$ cat src/rtl/freq_monitor_pkg.sv
// Shared state encoding and width helper for the divided-clock frequency monitor.
package freq_monitor_pkg;

  typedef enum logic [1:0] {
    IDLE    = 2'd0,
    MEASURE = 2'd1,
    LOST    = 2'd2
  } fm_state_e;

  // Smallest bit count able to represent value (at least 1 bit).
  function automatic int calc_bits(input int value);
    int bits;
    bits = 1;
    for (int i = 1; i < 31; i++) begin
      if ((value >> i) != 0) begin
        bits = i + 1;
      end
    end
    return bits;
  endfunction

endpackage

$ cat src/rtl/edge_sync.sv
// Brings an asynchronous generated clock into the clk domain as data and
// emits a registered one-cycle pulse for each rising edge it carries.
module edge_sync (
  input  logic clk_i,
  input  logic reset_i,
  input  logic sig_i,
  output logic rise_o
);

  logic s1_q;
  logic s2_q;
  logic s3_q;
  logic rise_q;

  // Two synchronizer stages, a history stage, and the registered edge pulse.
  always_ff @(posedge clk_i) begin
    if (reset_i) begin
      s1_q   <= 1'b0;
      s2_q   <= 1'b0;
      s3_q   <= 1'b0;
      rise_q <= 1'b0;
    end else begin
      s1_q   <= sig_i;
      s2_q   <= s1_q;
      s3_q   <= s2_q;
      rise_q <= s2_q & ~s3_q;
    end
  end

  assign rise_o = rise_q;

endmodule

$ cat src/rtl/freq_monitor.sv
// Measures the period of a divided clock in system cycles, tracks lock
// against the nominal ratio and flags loss of the monitored signal.
module freq_monitor
  import freq_monitor_pkg::*;
#(
  parameter int  CLK_FPGA     = 50_000_000,
  parameter int  FREQ_DIVISOR = 5_000_000,
  parameter int  TOLERANCE    = 1,
  parameter int  LOCK_PERIODS = 4,
  localparam int EXPECTED     = CLK_FPGA / FREQ_DIVISOR,
  localparam int TIMEOUT      = 2 * EXPECTED,
  localparam int CNT_W        = calc_bits(TIMEOUT)
) (
  input  logic             clk,
  input  logic             reset,
  input  logic             clk_Signal,
  output logic [CNT_W-1:0] period_count,
  output logic             period_valid,
  output logic             locked,
  output logic             lost,
  output logic [7:0]       err_count
);

  localparam int GOOD_W = calc_bits(LOCK_PERIODS);
  localparam logic [CNT_W-1:0]  EXP_C  = CNT_W'(EXPECTED);
  localparam logic [CNT_W-1:0]  TMO_C  = CNT_W'(TIMEOUT);
  localparam logic [CNT_W-1:0]  TOL_C  = CNT_W'(TOLERANCE);
  localparam logic [GOOD_W-1:0] LOCK_C = GOOD_W'(LOCK_PERIODS);

  logic              rise_s;
  logic [CNT_W-1:0]  cnt_q;
  logic [CNT_W-1:0]  cnt_d;
  logic [CNT_W-1:0]  dev_s;
  logic              period_good_s;
  logic [GOOD_W-1:0] good_q;
  logic [GOOD_W-1:0] good_inc_s;
  logic [7:0]        err_q;
  logic [7:0]        err_inc_s;
  fm_state_e         state_q;
  logic [CNT_W-1:0]  period_count_q;
  logic              period_valid_q;
  logic              locked_q;
  logic              lost_q;

  edge_sync u_edge_sync (
    .clk_i   (clk),
    .reset_i (reset),
    .sig_i   (clk_Signal),
    .rise_o  (rise_s)
  );

  // Counter next state, period deviation and saturating increments.
  always_comb begin
    cnt_d = cnt_q;
    if (rise_s) begin
      cnt_d = CNT_W'(1);
    end else if (cnt_q < TMO_C) begin
      cnt_d = cnt_q + CNT_W'(1);
    end else begin
      cnt_d = cnt_q;
    end
    dev_s         = (cnt_q >= EXP_C) ? (cnt_q - EXP_C) : (EXP_C - cnt_q);
    period_good_s = (dev_s <= TOL_C);
    good_inc_s    = (good_q == LOCK_C) ? good_q : (good_q + GOOD_W'(1));
    err_inc_s     = (err_q == 8'hFF) ? err_q : (err_q + 8'd1);
  end

  // Cycles since the last synchronized rising edge.
  always_ff @(posedge clk) begin
    if (reset) begin
      cnt_q <= {CNT_W{1'b0}};
    end else begin
      cnt_q <= cnt_d;
    end
  end

  // Measurement FSM; a rise coinciding with the timeout is still a period.
  always_ff @(posedge clk) begin
    if (reset) begin
      state_q        <= IDLE;
      good_q         <= {GOOD_W{1'b0}};
      err_q          <= 8'd0;
      period_count_q <= {CNT_W{1'b0}};
      period_valid_q <= 1'b0;
      locked_q       <= 1'b0;
      lost_q         <= 1'b0;
    end else begin
      period_valid_q <= 1'b0;
      case (state_q)
        IDLE: begin
          if (rise_s) begin
            state_q <= MEASURE;
          end
        end
        MEASURE: begin
          if (rise_s) begin
            period_count_q <= cnt_q;
            period_valid_q <= 1'b1;
            if (period_good_s) begin
              good_q   <= good_inc_s;
              locked_q <= (good_inc_s == LOCK_C);
            end else begin
              good_q   <= {GOOD_W{1'b0}};
              locked_q <= 1'b0;
              err_q    <= err_inc_s;
            end
          end else if (cnt_q == TMO_C) begin
            state_q  <= LOST;
            lost_q   <= 1'b1;
            locked_q <= 1'b0;
            good_q   <= {GOOD_W{1'b0}};
            err_q    <= err_inc_s;
          end
        end
        LOST: begin
          if (rise_s) begin
            state_q <= MEASURE;
            lost_q  <= 1'b0;
          end
        end
        default: begin
          state_q <= IDLE;
        end
      endcase
    end
  end

  assign period_count = period_count_q;
  assign period_valid = period_valid_q;
  assign locked       = locked_q;
  assign lost         = lost_q;
  assign err_count    = err_q;

endmodule

$ cat config.mk
export PLATFORM = sky130hd
export DESIGN_NAME = freq_monitor
export DESIGN_NICKNAME = d
export VERILOG_FILES = /design/src/rtl/freq_monitor_pkg.sv /design/src/rtl/edge_sync.sv /design/src/rtl/freq_monitor.sv
export SDC_FILE = /design/constraint.sdc
export NUM_CORES = 1
export LEC_CHECK = 0
export BUFFER_PORTS_ARGS = -buffer_cell sky130_fd_sc_hd__buf_2
export CAP_MARGIN = 15
export CORE_MARGIN = 2
export CORE_UTILIZATION = 55
export CTS_CLUSTER_SIZE = 16
export DETAILED_ROUTE_END_ITERATION = 10
export MAX_ROUTING_LAYER = met4
export PLACE_DENSITY = 0.76
export SLEW_MARGIN = 20
export SYNTH_ARGS = -nofsm -noshare
export SYNTH_HDL_FRONTEND = slang
export SYNTH_SLANG_ARGS = --single-unit
$ cat constraint.sdc
create_clock -name clk -period 5.65 [get_ports clk]
set_input_delay 1.13 -clock clk [delete_from_list [all_inputs] [get_ports clk]]
set_output_delay 1.13 -clock clk [all_outputs]
set_load 0.01 [all_outputs]
==> results list, run 1 <==
- Worst Hold Path Cells: 1
- The completed layout was analyzed and its total power is 0.3797 mW.
* Utilization after layout: 64.66%
* Critical path depth: 7
- STA puts the critical path data required time at 5920 ps.
- Leading cell types in the layout, fill and taps excluded: dfxtp_1 (30), a21oi_1 (24), nand2_1 (18), buf_2 (18), nor2_1 (13)
* Switching power summed over all nets: 0.09408 mW
- Final-report hold violation count: 0
- Critical Path Source: cnt_q[2]
- The Yosys step of the flow raised 0 warnings.
* Share of the yosys chip area belonging to registers: 40.75%
- From bottom edge to top edge, the die measures 55.77 um.
- Share of flip-flops with an asynchronous set or reset: 0%
- Counting flops with a built-in enable in the synthesized netlist gives 0.
- Most frequent standard cell in the layout excluding fill and tap cells: dfxtp_1
* Final setup violation count: 0
* Post-synthesis instance total: 174
- The clock passes through at most 2 buffers.
- Fin crit period: 2435 ps
- Run status: finished, final reports clean
- Mean instance size in the synthesized netlist: 8.471 um^2
- In this run the post-CTS setup repair buffer count came out at 0.
- 0 antenna diodes ended up in the layout.
- The number of cells on the worst reg-to-reg path is 7.
- Via count of the first global-routing pass: 1214
* Wire length after detailed routing: 3.015 mm
- Routability-driven placement finished with a final weighted congestion of 0.8922.
- Summed over all nets, the half-perimeter wirelength after detailed placement is 2.185 mm.
- Total leakage power: 0.6680 nW
- Max_slew headroom: 60.14%
* Maximum net fanout on the critical path: 12
- Netlist Area Pre-Place: 1474 um^2
- After clock tree synthesis, the clock-pin slew on the worst setup and hold paths is 90 ps.
* Crit Path Category: reg2reg
* Number of buffers inserted by port buffering: 18
- Maximum number of pins on one net before global-route repair: 27
* Cell with the largest stage delay on the worst path: or4_1
- The number of antenna violations at the first check in global routing was 0.
- In the final routed layout, each cell accounts on average for 13.58 um.
- The floorplan step defined a die boundary enclosing 3110 um^2.
- For this design, the sink count on the clock tree is 30.
- Horizontal extent of the die: 55.77 um
* Relative contribution of sequential cells to total power: 57.8%
* Initial DRC count: 38
* Series of cell instances along the critical path: inv_2, ha_1, nand2b_1, a41oi_2, o211ai_2, or4_1, a21oi_1
* Fin. max-slew vios: 0
- Power Internal: 0.2856 mW
- Floorplan Core Area: 2500 um^2
* Worst reg2reg setup slack: 3220 ps
- Maximum level of the CTS H-tree: 2
- Pin slew with the least headroom to its limit: 591.7 ps
* Clock group share of total power: 35.0%
- Cell variety after synth: 41
- First-pass GRT wire length: 4.974 mm
- The most used flip-flop cell after synthesis is dfxtp_1.
- Endpoint of the most critical register-to-register path: err_count[7]
* Number of placed I/O pins: 19
* Grt total ovfl: 0
- For the final database, setup skew stands at 8.601 ps.
* Root buffer cell: clkbuf_4
- The path class of the tightest hold or removal check is reg2reg.
- After detailed routing, the number of remaining DRC violations is 0.
* Number of nets in the final layout: 204
- Power per unit of standard cell area: 234.9 nW/um^2
- Worst voltage drop across the vdd grid: 0.1977 mV
* Synthesis-to-layout area growth: 9.677%
* Site row count: 18
* Crit-path leading delay family: simple AND/OR/NAND/NOR gates
- Clock tree from TritonCTS: yes
* TNS Setup: 0 ps
- Across the run, the number of max-cap violations was 0.
* Count of instances resized after the clock tree is built: 0
* R2R Path Start: cnt_q[2]
- Highest clock frequency the design can meet: 410.7 MHz
* RSZ-0062 raised after global routing: no
* Nature of the critical path endpoint: register
- For the worst-skew pair, the clock arrives at the later sink with an insertion delay of 340 ps.
- Net switching is 24.78% of the power.
- Synth Register Bits: 30
- For this configuration, the core starts out at a cell density of 58.96%.
- Hold-critical path endpoint: u_edge_sync.rise_o
* Part of the cycle the worst path needs: 43.10%
* CP Buf/Inv Count: 1
- STA classifies the critical path startpoint as a register.
- In this run, post-CTS hold repair placed 0 buffers.
- On the worst path, the slowest cell contributes a delay of 570 ps.
- Antenna-violating nets left: 0
* Tot GR Track Use: 21.06%
- Routed via count: 1262
- Number of optimization iterations in the first detailed-route pass: 4
- The finished cells cover 1617 um^2.
- The share of total power dissipated in combinational logic is 7.2%.
- Clock buffer count from CTS: 5
- The number of nets in the synthesized netlist is 187.
* Avg Vias per Cell: 5.685
- Area of placed instances: 1556 um^2
* Startpoint of the most critical hold path: u_edge_sync.s3_q
* Fraction of layout instances using a drive strength above 1: 17.71%
- For the worst setup path, the data arrival time is 2700 ps.
## through the flow
step | worst slack, ps | std cells | hold WS, ps
after detailed placement | 3280 | 214 | 386.8
after global routing | 3039 | 222 | 421.7
final | 3215 | 222 | 389.8
after global placement | 3436 | 214 | 371.6
after CTS | 3247 | 222 | 393.7
after floorplan | 3640 | 174 | 367.4
## metal layers
layer	part of all wire, %	routed length, um	vias to the layer above	global-route usage (%)
li1	-	-	641	-
met1	45	1343	582	22.79
met2	49	1463	32	33.67
met3	4.7	142	7	7.442
met4	2.2	65	0	11.50
met5	0	0	-	-
## cells by family after synthesis
group	count (synthesis)	synth area share, %
AO/OA/AOI/OAI	44	18.85
XOR/XNOR	3	1.783
adder cells (fa/ha/maj)	10	8.489
buffers and inverters	16	5.093
flip-flops	30	40.75
multiplexers	2	1.443
AND/OR/NAND/NOR	69	23.60
## worst max-delay path by stage
stage	end	slack, ps
3_5_place_dp	err_count[7]	3280
3_3_place_gp	err_count[7]	3440
4_1_cts	err_count[7]	3250
6_report	err_count[7]	3220
5_1_grt	err_count[7]	3040
2_1_floorplan	err_count[5]	3640
## worst reg2reg max path, cell delays in order, from the launching register on
cell	delay (ps)
dfxtp_1	530
inv_2	130
ha_1	240
nand2b_1	200
a41oi_2	290
o211ai_2	260
or4_1	570
a21oi_1	150
## registers in the layout (all words and copies together) (netlist names)
register,cells
locked,1
period_valid,1
good_q,3
u_edge_sync.s3_q,1
period_count,5
u_edge_sync.rise_o,1
err_count,8
cnt_q,5
u_edge_sync.s2_q,1
lost,1
u_edge_sync.s1_q,1
state_q,2
## power by group through the flow
stage | combinational (mW) | sequential [mW] | clock [mW]
global placement | 0.0248 | 0.224 | 0
floorplan | 0.0228 | 0.222 | 0
detailed placement | 0.0272 | 0.224 | 0
finish | 0.0273 | 0.220 | 0.133
global route | 0.0303 | 0.220 | 0.144
CTS | 0.0274 | 0.220 | 0.135
## layout make-up
type / count / area, um^2
tap: 30 / 37.54
timing repair buffer: 18 / 90.09
inverter: 8 / 30.03
fill: 220 / 883.3
clock inverter: 1 / 5.005
sequential: 30 / 600.6
clock buffer: 7 / 55.05
multi-input combinational: 128 / 798.3
## synthesized netlist by cell type, drive strengths merged (2+ instances only)
master  count  area, um^2
nand2b      2       12.51
nor2       13       48.80
a21oi      24       120.1
nor3        4       25.02
nor2b       7       43.79
or4         2       15.01
nand3      11       55.05
inv         8       30.03
ha         10       125.1
xor2        2       17.52
o21ai       8       40.04
dfxtp      30       600.6
a22oi       2       15.01
or3         2       12.51
and3        3       18.77
buf         5       33.78
nand2      20       80.07
clkbuf      3       11.26
Power figures use the tool's default switching activity.
==> inputs of run 2 (changes only) <==
--- a/config.mk
+++ b/config.mk
@@ -8,11 +8,11 @@
 export BUFFER_PORTS_ARGS = -buffer_cell sky130_fd_sc_hd__buf_2
 export CAP_MARGIN = 15
 export CORE_MARGIN = 2
-export CORE_UTILIZATION = 55
+export CORE_UTILIZATION = 51
 export CTS_CLUSTER_SIZE = 16
 export DETAILED_ROUTE_END_ITERATION = 10
 export MAX_ROUTING_LAYER = met4
-export PLACE_DENSITY = 0.76
+export PLACE_DENSITY = 0.75
 export SLEW_MARGIN = 20
 export SYNTH_ARGS = -nofsm -noshare
 export SYNTH_HDL_FRONTEND = slang
==> constraint.sdc (replaced) <==
create_clock -name clk -period 2.2 [get_ports clk]
set_input_delay 0.44 -clock clk [delete_from_list [all_inputs] [get_ports clk]]
set_output_delay 0.44 -clock clk [all_outputs]
set_load 0.01 [all_outputs]
==> results list, run 2 (synthesized netlist as in run 1, its figures left out) <==
* Run status: finished, final reports clean
- Relative to the synthesized area, the layout overhead comes to 13.41%.
- Clock latency on the worst-skew pair: 320 ps (-20 ps)
- The highest fanout seen on the critical path is 8 (-4).
* Combinational share of power: 8.5% (+1.3 points)
- Leaving out fill and tap cells, the most frequent cell in the layout is dfxtp_1.
- Crit-path leading delay family: compound AO/OA/AOI/OAI gates
- The critical path buffer and inverter count came to 2 (+1).
- Worst voltage drop across the vdd grid: 0.4623 mV (+130%)
* Number of max-cap violations: 0 (unchanged)
- Initial DRC count: 64 (+68%)
- Power Internal: 0.7382 mW (+160%)
- Number of placed I/O pins: 19 (unchanged)
- STA classifies the critical path endpoint as a register.
* Floorplan Core Area: 2758 um^2 (+10%)
* Clock tree from TritonCTS: yes
- Number of optimization iterations in the first detailed-route pass: 4 (unchanged)
- Area of placed instances: 1595 um^2 (+2.5%)
- Switching fraction of total power: 23.84% (-0.93 points)
* Number of filler instances in the final layout: 248 (+13%)
- Total die area: 3336 um^2 (+7.3%)
- The relative max-transition margin came to 65.67% (+5.5 points).
* Clock buffer count from CTS: 5 (unchanged)
- The mean number of vias per cell is 5.380 (-5.4%).
- The global router's overall resource usage was 17.24% (-3.8 points).
* Utilization after layout: 60.62% (-4.0 points)
* Maximum level of the CTS H-tree: 2 (unchanged)
- Worst Hold Path Cells: 2 (+1)
* Maximum number of pins on one net before global-route repair: 27 (unchanged)
- The area of the multi-input gates came to 807.0 um^2 (+1.1%).
- Relative contribution of sequential cells to total power: 57.4% (-0.4 points)
- The number of remaining DRC errors is 0 (unchanged).
- The peak clock frequency supported by timing is 474.8 MHz (+16%).
- The summed area of non-filler cells in the final layout came to 1672 um^2 (+3.4%).
* Via count of the first global-routing pass: 1071 (-12%)
* Clock tree skew after final layout: 8.677 ps (+0.07519 ps)
- Traced cell by cell, the critical path runs through inv_1, ha_1, a21boi_0, a41oi_2, o211ai_4, buf_4, o31a_1, o21ba_1.
- The max-slew violation count came to 0 (unchanged).
- The total congestion overflow after global routing came to 0 (unchanged).
* Final-report hold violation count: 0 (unchanged)
- Maximum root-to-sink buffer count: 2 (unchanged)
* Finished Layout Cells: 229 (+3.2%)
* Clock group share of total power: 34.1% (-0.9 points)
- The slew at the pin closest to its max-slew limit came to 509.5 ps (-82.12 ps).
- The number of cells on the critical path is 8 (+1).
* Required time of the worst setup path: 2410 ps (-3510 ps)
- The final clock period utilization by the worst path came to 95.73% (+53 points).
- Cell with the largest stage delay on the worst path: dfxtp_1
- The estimated wirelength of the detail-placed design was 2.008 mm (-8.1%).
- The via count was 1232 (-2.4%).
* Root buffer cell: clkbuf_4
- The highest cell delay on the worst timing path was 410 ps (-160 ps).
* Die height: 57.76 um (+3.6%)
- The tightest min-delay check is of the in2reg type.
* Number of buffers inserted by port buffering: 18 (unchanged)
- First-pass GRT wire length: 4.333 mm (-13%)
- The library cells used most frequently in the layout, excluding fill and tap cells, are dfxtp_1 (30), a21oi_1 (24), nand2_1 (18), buf_2 (18), nor2_1 (13).
* Final setup violation count: 0 (unchanged)
- The number of antenna violations at the first check in global routing came to 0 (unchanged).
- Power per unit of standard cell area: 579.9 nW/um^2 (+150%)
* Crit Path Category: reg2reg
- The die width was 57.76 um (+3.6%).
- Site row count: 19 (+1)
- The sum of routed wire length over all layers was 2.774 mm (-8.0%).
- Fraction of layout instances using a drive strength above 1: 20.20% (+2.5 points)
- Number of flip-flops in the largest register: 8 (unchanged)
- Initial core utilization: 53.45% (-5.5 points)
* Clock sinks: 30 (unchanged)
* Switching power summed over all nets: 0.2311 mW (+150%)
- The net count reported at finish is 210 (+2.9%).
- Antenna-violating nets left: 0 (unchanged)
- The leakage power figure is 0.7307 nW (+9.4%).
* Number of cells in the design after placement: 220 (+2.8%)
- Data arrival time of the worst path: 2320 ps (-380 ps)
- Post-route worst hold slack: 333.6 ps (-56.22 ps)
- The worst setup path is launched from a register.
* R2R cell count: 8 (+1)
- The wire length per cell is 12.11 um (-11%).
- Gpl congestion: 0.8637 (-3.2%)
* Clock input transition at the sequential cells of the worst setup and hold paths: 80 ps (about the same)
- The number of antenna repair diodes is 0 (unchanged).
- Sequential standard cell area: 600.6 um^2 (unchanged)
- Fin crit period: 2106 ps (-328.8 ps)
## run 2: metrics by stage
stage,power [mW],setup WS [ps],setup TNS [ps]
final,0.9694,93.85,0
after detailed placement,0.6497,45.94,0
after global placement,0.6462,120.9,0
after global routing,1.015,-14.18,-16.74
after floorplan,0.6287,189.9,0
after CTS,0.9809,32.24,0
## run 2: routing by layer
metal  share of wire (%)  global-route usage [%]  routed length (um)  vias to the layer above
met2                  48                   27.44                1323                       32
met5                   0                       -                   0                        -
met4                   0                   6.645                   0                        0
met3                 4.9                   4.911                 137                        0
met1                  47                   20.65                1313                      550
li1                    -                       -                   -                      650
## run 2: power by group through the flow
stage	Sequential (mW)	Combinational (mW)	Clock [mW]
after floorplan	0.570	0.0585	0
after CTS	0.557	0.0810	0.343
final	0.557	0.0821	0.331
after detailed placement	0.569	0.0806	0
after global placement	0.569	0.0775	0
after global routing	0.558	0.0912	0.365
## run 2: cell type report
class,count,share of cell area [%]
clock buffers,7,3.293
clock inverters,1,0.2994
inverters,8,1.796
multi-input cells,128,48.28
flip-flops and latches,30,35.93
well taps,31,2.320
repair buffers,24,8.084
## run 2: worst reg2reg max path, stage by stage, from the launching register on
cell and delay (ps):
dfxtp_1 410, inv_1 110, ha_1 310, a21boi_0 150
a41oi_2 290, o211ai_4 140, buf_4 160, o31a_1 280
o21ba_1 170
## run 2: path summary, 6_finish.rpt
path	from	end	slack (ps)
hold / removal	clk_Signal	u_edge_sync.s1_q	330
hold reg to reg	u_edge_sync.s3_q	u_edge_sync.rise_o	390
setup reg to reg	cnt_q[0]	err_count[5]	90
setup / recovery	cnt_q[0]	err_count[5]	90
## run 2: what timing repair did
item,CTS,global route
setup buffers,0,1
setup endpoints to repair,0,4
hold buffers,0,0
resized for setup,0,1
